**src/rtl/retire_monitor.sv**
```systemverilog
`default_nettype none
// ============================================================================
// Module   : retire_monitor
// Purpose  : Retirement monitor for the RV32I core. Timestamps every retired
//            instruction into a show-ahead trace FIFO with a valid/ready
//            drain port, detects end of test (halt instruction, PC
//            no-progress, optional watchdog) and latches a pass/fail verdict
//            from the software error counter (x31).
// Config   : `RETMON_WATCHDOG_EN -- when defined, the run also ends when the
//            RUN cycle count reaches MAX_CYCLES (cause 2'b11).
// Ports    : clk_i, rst_n_i (async, active-high), en_i (start, IDLE only)
//            ret_valid_i / ret_pc_i / ret_instr_i  retire strobe and payload
//            err_cnt_i                             x31 error count tap
//            trc_valid_o / trc_ready_i             FIFO drain handshake
//            trc_pc_o / trc_instr_o / trc_cycle_o  FIFO head fields
//            ovf_o, drop_cnt_o                     overflow flag / drop count
//            cycle_cnt_o                           RUN cycles (saturating)
//            cause_o, done_o, pass_o               end cause, done, verdict
// Revision : 1.0 - initial release
// ============================================================================
module retire_monitor #(
  parameter int unsigned XLEN       = 32,
  parameter int unsigned DEPTH      = 16,
  parameter int unsigned NP_LIMIT   = 256,
  parameter int unsigned MAX_CYCLES = 1_000_000,
  parameter int unsigned CNT_W      = 32
) (
  input  logic             clk_i,
  input  logic             rst_n_i,
  input  logic             en_i,
  input  logic             ret_valid_i,
  input  logic [XLEN-1:0]  ret_pc_i,
  input  logic [31:0]      ret_instr_i,
  input  logic [XLEN-1:0]  err_cnt_i,
  output logic             trc_valid_o,
  input  logic             trc_ready_i,
  output logic [XLEN-1:0]  trc_pc_o,
  output logic [31:0]      trc_instr_o,
  output logic [CNT_W-1:0] trc_cycle_o,
  output logic             ovf_o,
  output logic [15:0]      drop_cnt_o,
  output logic [CNT_W-1:0] cycle_cnt_o,
  output logic [1:0]       cause_o,
  output logic             done_o,
  output logic             pass_o
);

  localparam int unsigned AW  = $clog2(DEPTH);
  localparam int unsigned NPW = $clog2(NP_LIMIT + 1);

  localparam logic [1:0] S_IDLE  = 2'd0;
  localparam logic [1:0] S_RUN   = 2'd1;
  localparam logic [1:0] S_DRAIN = 2'd2;
  localparam logic [1:0] S_DONE  = 2'd3;

  logic [1:0]       state_q, state_d;
  logic [CNT_W-1:0] cycle_q, cycle_d;
  logic [XLEN-1:0]  last_pc_q, last_pc_d;
  logic [NPW-1:0]   np_q, np_d;
  logic [AW-1:0]    wr_ptr_q, rd_ptr_q;
  logic [AW:0]      count_q;
  logic             ovf_q;
  logic [15:0]      drop_q;
  logic [1:0]       cause_q, cause_d;
  logic             pass_q;
  logic             done_q;

  logic [XLEN-1:0]  pc_mem    [DEPTH];
  logic [31:0]      instr_mem [DEPTH];
  logic [CNT_W-1:0] cyc_mem   [DEPTH];

  logic run, push_req, push, pop, full, drop;
  logic halt_hit, np_hit, wd_hit, end_run;

  assign run      = (state_q == S_RUN);
  assign push_req = run && ret_valid_i;
  assign pop      = (count_q != '0) && trc_ready_i;
  assign full     = (count_q == (AW+1)'(DEPTH));
  // At full, a same-cycle pop frees the slot the push needs.
  assign push     = push_req && (!full || pop);
  assign drop     = push_req && full && !pop;

  always_comb begin
    cycle_d   = cycle_q;
    last_pc_d = last_pc_q;
    np_d      = np_q;
    if (run) begin
      if (cycle_q != {CNT_W{1'b1}}) cycle_d = cycle_q + CNT_W'(1);
      if (ret_valid_i && (ret_pc_i != last_pc_q)) begin
        last_pc_d = ret_pc_i;
        np_d      = '0;
      end else begin
        np_d = np_q + NPW'(1);
      end
    end
  end

  assign halt_hit = ret_valid_i &&
                    ((ret_instr_i == 32'h0000_0073) || (ret_instr_i == 32'h0010_0073));
  assign np_hit   = (np_d == NPW'(NP_LIMIT));

`ifdef RETMON_WATCHDOG_EN
  // Compared against the incremented count so the run ends on the cycle
  // that brings cycle_cnt to MAX_CYCLES.
  assign wd_hit = (cycle_d == CNT_W'(MAX_CYCLES));
`else
  logic [CNT_W-1:0] unused_max_cycles;
  assign unused_max_cycles = CNT_W'(MAX_CYCLES);
  assign wd_hit = 1'b0;
`endif

  assign end_run = run && (halt_hit || np_hit || wd_hit);

  always_comb begin
    if (halt_hit)    cause_d = 2'b01;
    else if (np_hit) cause_d = 2'b10;
    else             cause_d = 2'b11;
  end

  always_comb begin
    state_d = state_q;
    case (state_q)
      S_IDLE:  if (en_i) state_d = S_RUN;
      S_RUN:   if (end_run) state_d = S_DRAIN;
      S_DRAIN: if (count_q == '0) state_d = S_DONE;
      default: state_d = S_DONE;
    endcase
  end

  always_ff @(posedge clk_i or posedge rst_n_i) begin
    if (rst_n_i) begin
      state_q   <= S_IDLE;
      cycle_q   <= '0;
      last_pc_q <= '0;
      np_q      <= '0;
      wr_ptr_q  <= '0;
      rd_ptr_q  <= '0;
      count_q   <= '0;
      ovf_q     <= 1'b0;
      drop_q    <= '0;
      cause_q   <= 2'b00;
      pass_q    <= 1'b0;
      done_q    <= 1'b0;
    end else begin
      state_q   <= state_d;
      cycle_q   <= cycle_d;
      last_pc_q <= last_pc_d;
      np_q      <= np_d;
      done_q    <= (state_d == S_DONE);
      if (push) wr_ptr_q <= wr_ptr_q + AW'(1);
      if (pop)  rd_ptr_q <= rd_ptr_q + AW'(1);
      case ({push, pop})
        2'b10:   count_q <= count_q + (AW+1)'(1);
        2'b01:   count_q <= count_q - (AW+1)'(1);
        default: count_q <= count_q;
      endcase
      if (drop) begin
        ovf_q <= 1'b1;
        if (drop_q != 16'hFFFF) drop_q <= drop_q + 16'd1;
      end
      // Cause and verdict are written only on the RUN->DRAIN edge.
      if (end_run) begin
        cause_q <= cause_d;
        pass_q  <= (err_cnt_i == '0);
      end
    end
  end

  // Storage carries no reset: pointers and count define what is valid.
  always_ff @(posedge clk_i) begin
    if (push) begin
      pc_mem[wr_ptr_q]    <= ret_pc_i;
      instr_mem[wr_ptr_q] <= ret_instr_i;
      cyc_mem[wr_ptr_q]   <= cycle_d;
    end
  end

  assign trc_valid_o = (count_q != '0);
  assign trc_pc_o    = pc_mem[rd_ptr_q];
  assign trc_instr_o = instr_mem[rd_ptr_q];
  assign trc_cycle_o = cyc_mem[rd_ptr_q];
  assign ovf_o       = ovf_q;
  assign drop_cnt_o  = drop_q;
  assign cycle_cnt_o = cycle_q;
  assign cause_o     = cause_q;
  assign done_o      = done_q;
  assign pass_o      = pass_q;

endmodule
`default_nettype wire

```
**config.mk**
```make
export PLATFORM = sky130hd
export DESIGN_NAME = retire_monitor
export DESIGN_NICKNAME = d
export VERILOG_FILES = /design/src/rtl/retire_monitor.sv
export SDC_FILE = /design/constraint.sdc
export NUM_CORES = 1
export LEC_CHECK = 0
export ABC_AREA = 1
export CELL_PAD_IN_SITES_DETAIL_PLACEMENT = 1
export CELL_PAD_IN_SITES_GLOBAL_PLACEMENT = 1
export CORE_MARGIN = 3
export CORE_UTILIZATION = 45
export CTS_BUF_LIST = sky130_fd_sc_hd__clkbuf_8
export CTS_CLUSTER_DIAMETER = 120
export CTS_CLUSTER_SIZE = 10
export DETAILED_ROUTE_END_ITERATION = 16
export PLACE_DENSITY = 0.8
export SYNTH_ARGS = -nofsm -noshare
export SYNTH_HDL_FRONTEND = slang
export SYNTH_SLANG_ARGS = --single-unit
```
**constraint.sdc**
```tcl
create_clock -name clk_i -period 7.66 [get_ports clk_i]
set_clock_uncertainty 0.15 [all_clocks]
set_input_delay 1.532 -clock clk_i [delete_from_list [all_inputs] [get_ports clk_i]]
set_output_delay 1.532 -clock clk_i [all_outputs]
set_load 0.05 [all_outputs]
```
==> summary.md <==
| Metric | Value |
|---|---|
| Fin Setup TNS | 0 ps |
| Layout cell share with drive strength beyond 1 | about 7.0% |
| CTS Hold Bufs | 0 |
| Global route overflow | 0 |
| Max Cap Viol | 0 |
| Ports | approximately 250 |
| Slew Limit Headroom | about an eighth |
| Worst EP arrival | slightly above 5000 ps |
| Core Box Area | roughly 140,000 sq um |
| Worst Tran Pin Value | around 1300 ps |
| Root Driver | clkbuf_8 |
| GPL Wtd Cong | just under 0.8 |
| Htree depth | 4 |
| Avg Cell Area, Syn | 14.6 sq um |
| Largest net degree at the start of global routing | 188 |
| Rows | between 100 and 150 |
| CP Launch Type | register |
| Cells after Synth | ~4,500 |
| Chip Height | ~390 um |
| Detailed router's first-iteration violation count | roughly 4,300 |
| Final WL | 184,000 um |
| Initial antenna violation count | 14 |
| Fin. Hold Viols | 0 |
| Clock Path Buffers | 3 |
| Leakage | between 0.02 and 0.03 uW |
| First-pass GRT wire length | about 280,000 um |
| CP max FO | approximately 160 |
| Outcome | completed |
| Mapped cell area | 65,000 sq um |
| Final ANT Viol Nets | 0 |
| Worst Setup Path Type | register to output port |
| Yosys Warn Count | 0 |
| Post-synth EDFFs | 1,536 |
| CP endpoint kind | output port |
| Ys async rst share | around 6.6% |
| Vias in the first global route | 43,140 |
| Flops & latches, synth | approximately 1,600 |
| Post-DP HPWL | between 90,000 and 100,000 um |
| Routed via count | just over 40,000 |
| Psw | between 9000 and 10,000 uW |
| Top FF cell, synth | edfxtp_1 |
| DRC | 0 |
| Tot GR Track Use | about a quarter |
| Crit path time final | 6730 ps |
| Initial core utilization | approximately 46% |
| Vias per inst | about 6 |
| Distinct cells, synth | 44 |
| Int Pwr | about 15,000 uW |
| Switching fraction of total power | approximately two fifths |
| CTS tree | yes |
| Flop pwr share | approximately two fifths |
| Post-route cell area | approximately 73,000 sq um |
| Skew-Pair Late Insertion Delay | 930 ps |
| Tcrit/Tclk final | between 80% and 90% |
| Final setup vio count | 0 |
| # resized after CTS | 0 |
| Cell taking the most area after synthesis | edfxtp_1 |
| Area contributors post-synth | edfxtp_1 (71%), mux2i_1 (4.7%), dfrtp_1 (4.2%), o221ai_1 (4.1%), nor2_1 (3.5%) |
| Synth top area share | a little under three quarters |
| TritonRoute pass-1 iters | 5 |
| Pwr dens | around 340 nW/um^2 |
| Cell Area, Placed | between 60,000 and 70,000 sq um |
| Die Wd | ~390 um |
| Synthesized Nets | around 4,600 |
| Syn-to-layout area delta | 12.2% |
| Post-CTS setup buffer count | 0 |
| Clock power frac | between 20 and 25% |
| Final Slew Violations | 0 |
| # nets final | 4,796 |
| Num CTS Buffers | roughly 180 |
| Die Area | between 100,000 and 150,000 sq um |
| Min-delay worst type | register to register |
| Max frequency | between 100 and 150 MHz |
| Routed len/inst | roughly 28 um |
| Worst-path clk slew | 70 ps |
| CTS sink count | about 1,600 |
| RSZ-0062 raised after global routing | no |
| Logic pwr share | a little under two fifths |
| Worst VDD drop | between 400 and 500 uV |
| IO buf count | 250 |
| Register area share after synthesis | between 70% and 80% |
| Data required time of the worst path | between 5000 and 6000 ps |
-- cell families (layout without fill, tap and decap cells) --
kind of cell,after synthesis,after routing,synth area share [%]
adder cells (fa/ha/maj),12,12,0.242
flip-flops,1645,1645,75.1
other,0,10,0
buffers and inverters,372,705,2.29
XOR/XNOR,80,80,1.08
AND/OR/NAND/NOR,1162,1162,7.32
AO/OA/AOI/OAI,883,883,9.23
multiplexers,307,307,4.73
-- worst max-delay path, cell delays in order (launching register included) --
cell,delay (ps)
dfrtp_4,840
buf_12,550
buf_12,720
o21ai_0,240
o221ai_1,280
o211ai_1,140
nand2_1,220
clkdlybuf4s50_1,840
-- stage by stage --
step	setup slack [ps]	instances	power [uW]	hold WS, ps	util [%]
after global placement	1980	6387	19400	318	49.0
after detailed placement	1910	6387	19700	331	49.0
final	934	6694	24900	348	51.2
after global routing	624	6686	26100	372	51.2
after floorplan	707	4461	16500	319	-
after CTS	858	6682	25100	353	51.2
-- power groups by stage --
| stage | combinational, uW | sequential, uW | clock (uW) |
|---|---|---|---|
| 2_1_floorplan | 6490 | 10000 | 0 |
| 6_report | 9530 | 10000 | 5350 |
| 3_3_place_gp | 9190 | 10200 | 0 |
| 3_5_place_dp | 9500 | 10200 | 0 |
| 5_1_grt | 10200 | 10000 | 5820 |
| 4_1_cts | 9560 | 10000 | 5450 |
-- final timing paths --
kind	from	to	slack, ps	cells after the start
max in group asynchronous	rst_n_i	cycle_cnt_o[24]	5110	3
setup / recovery	rd_ptr_q[0]	trc_pc_o[19]	930	7
hold / removal	cause_o[0]	cause_o[0]	350	2
hold reg to reg	cause_o[0]	cause_o[0]	350	2
setup reg to reg	state_q[1]	cyc_mem[15][19]	3630	8
min in group asynchronous	rst_n_i	drop_cnt_o[14]	920	2
-- layout by cell type (no fill, tap or decap), drive strengths merged, types with 18 or more instances in the layout --
cell type and count:
buf 81, clkbuf 190, clkdlybuf4s50 250, dfrtp 109
edfxtp 1536, inv 178, mux2i 306, nand2 327
nand3 140, nand4 25, nor2 619, nor3 28
o211ai 60, o21ai 425, o221ai 306, o22ai 18
o32ai 60, xnor2 48, xor2 32
-- registers in the layout, indices dropped and copies added (netlist names), 2 cells and up --
register	cells
cyc_mem	512
state_q	2
drop_cnt_o	16
rd_ptr_q	4
pc_mem	512
instr_mem	512
np_q	9
wr_ptr_q	4
count_q	5
cycle_cnt_o	32
cause_o	2
last_pc_q	32
-- routing by layer --
| layer | GRT usage [%] | wire length [um] | part of all wire, % |
|---|---|---|---|
| met5 | 0 | 35 | 0.019 |
| met4 | 7.11 | 4600 | 2.5 |
| met3 | 4.19 | 12600 | 6.8 |
| met2 | 41.5 | 91400 | 50 |
| met1 | 33.1 | 75800 | 41 |
-- area by class of cell --
type / instances / area, sq um
Fill cell: 13752 / 69500
Sequential cell: 1645 / 48900
Multi-Input combinational cell: 2444 / 14800
Timing Repair Buffer: 331 / 3500
Clock buffer: 190 / 2620
Tap cell: 1890 / 2360
Clock inverter: 105 / 455
Inverter: 79 / 319
Antenna cell: 10 / 25.0
-- Yosys cell counts, types with 6 or more instances --
library cell  number
edfxtp_1        1536
nor2_1           614
o21ai_0          424
nand2_1          321
mux2i_1          306
o221ai_1         306
clkbuf_1         209
nand3_1          139
dfrtp_1          109
buf_2             73
inv_1             64
o211ai_1          60
o32ai_1           60
xnor2_1           48
xor2_1            32
nor3_1            27
nand4_1           24
o22ai_1           18
nor4_1            16
inv_2             13
buf_1             11
ha_1              11
a21oi_1            7
nand2_2            6
Note: power is estimated with default switching activity, not from simulation.
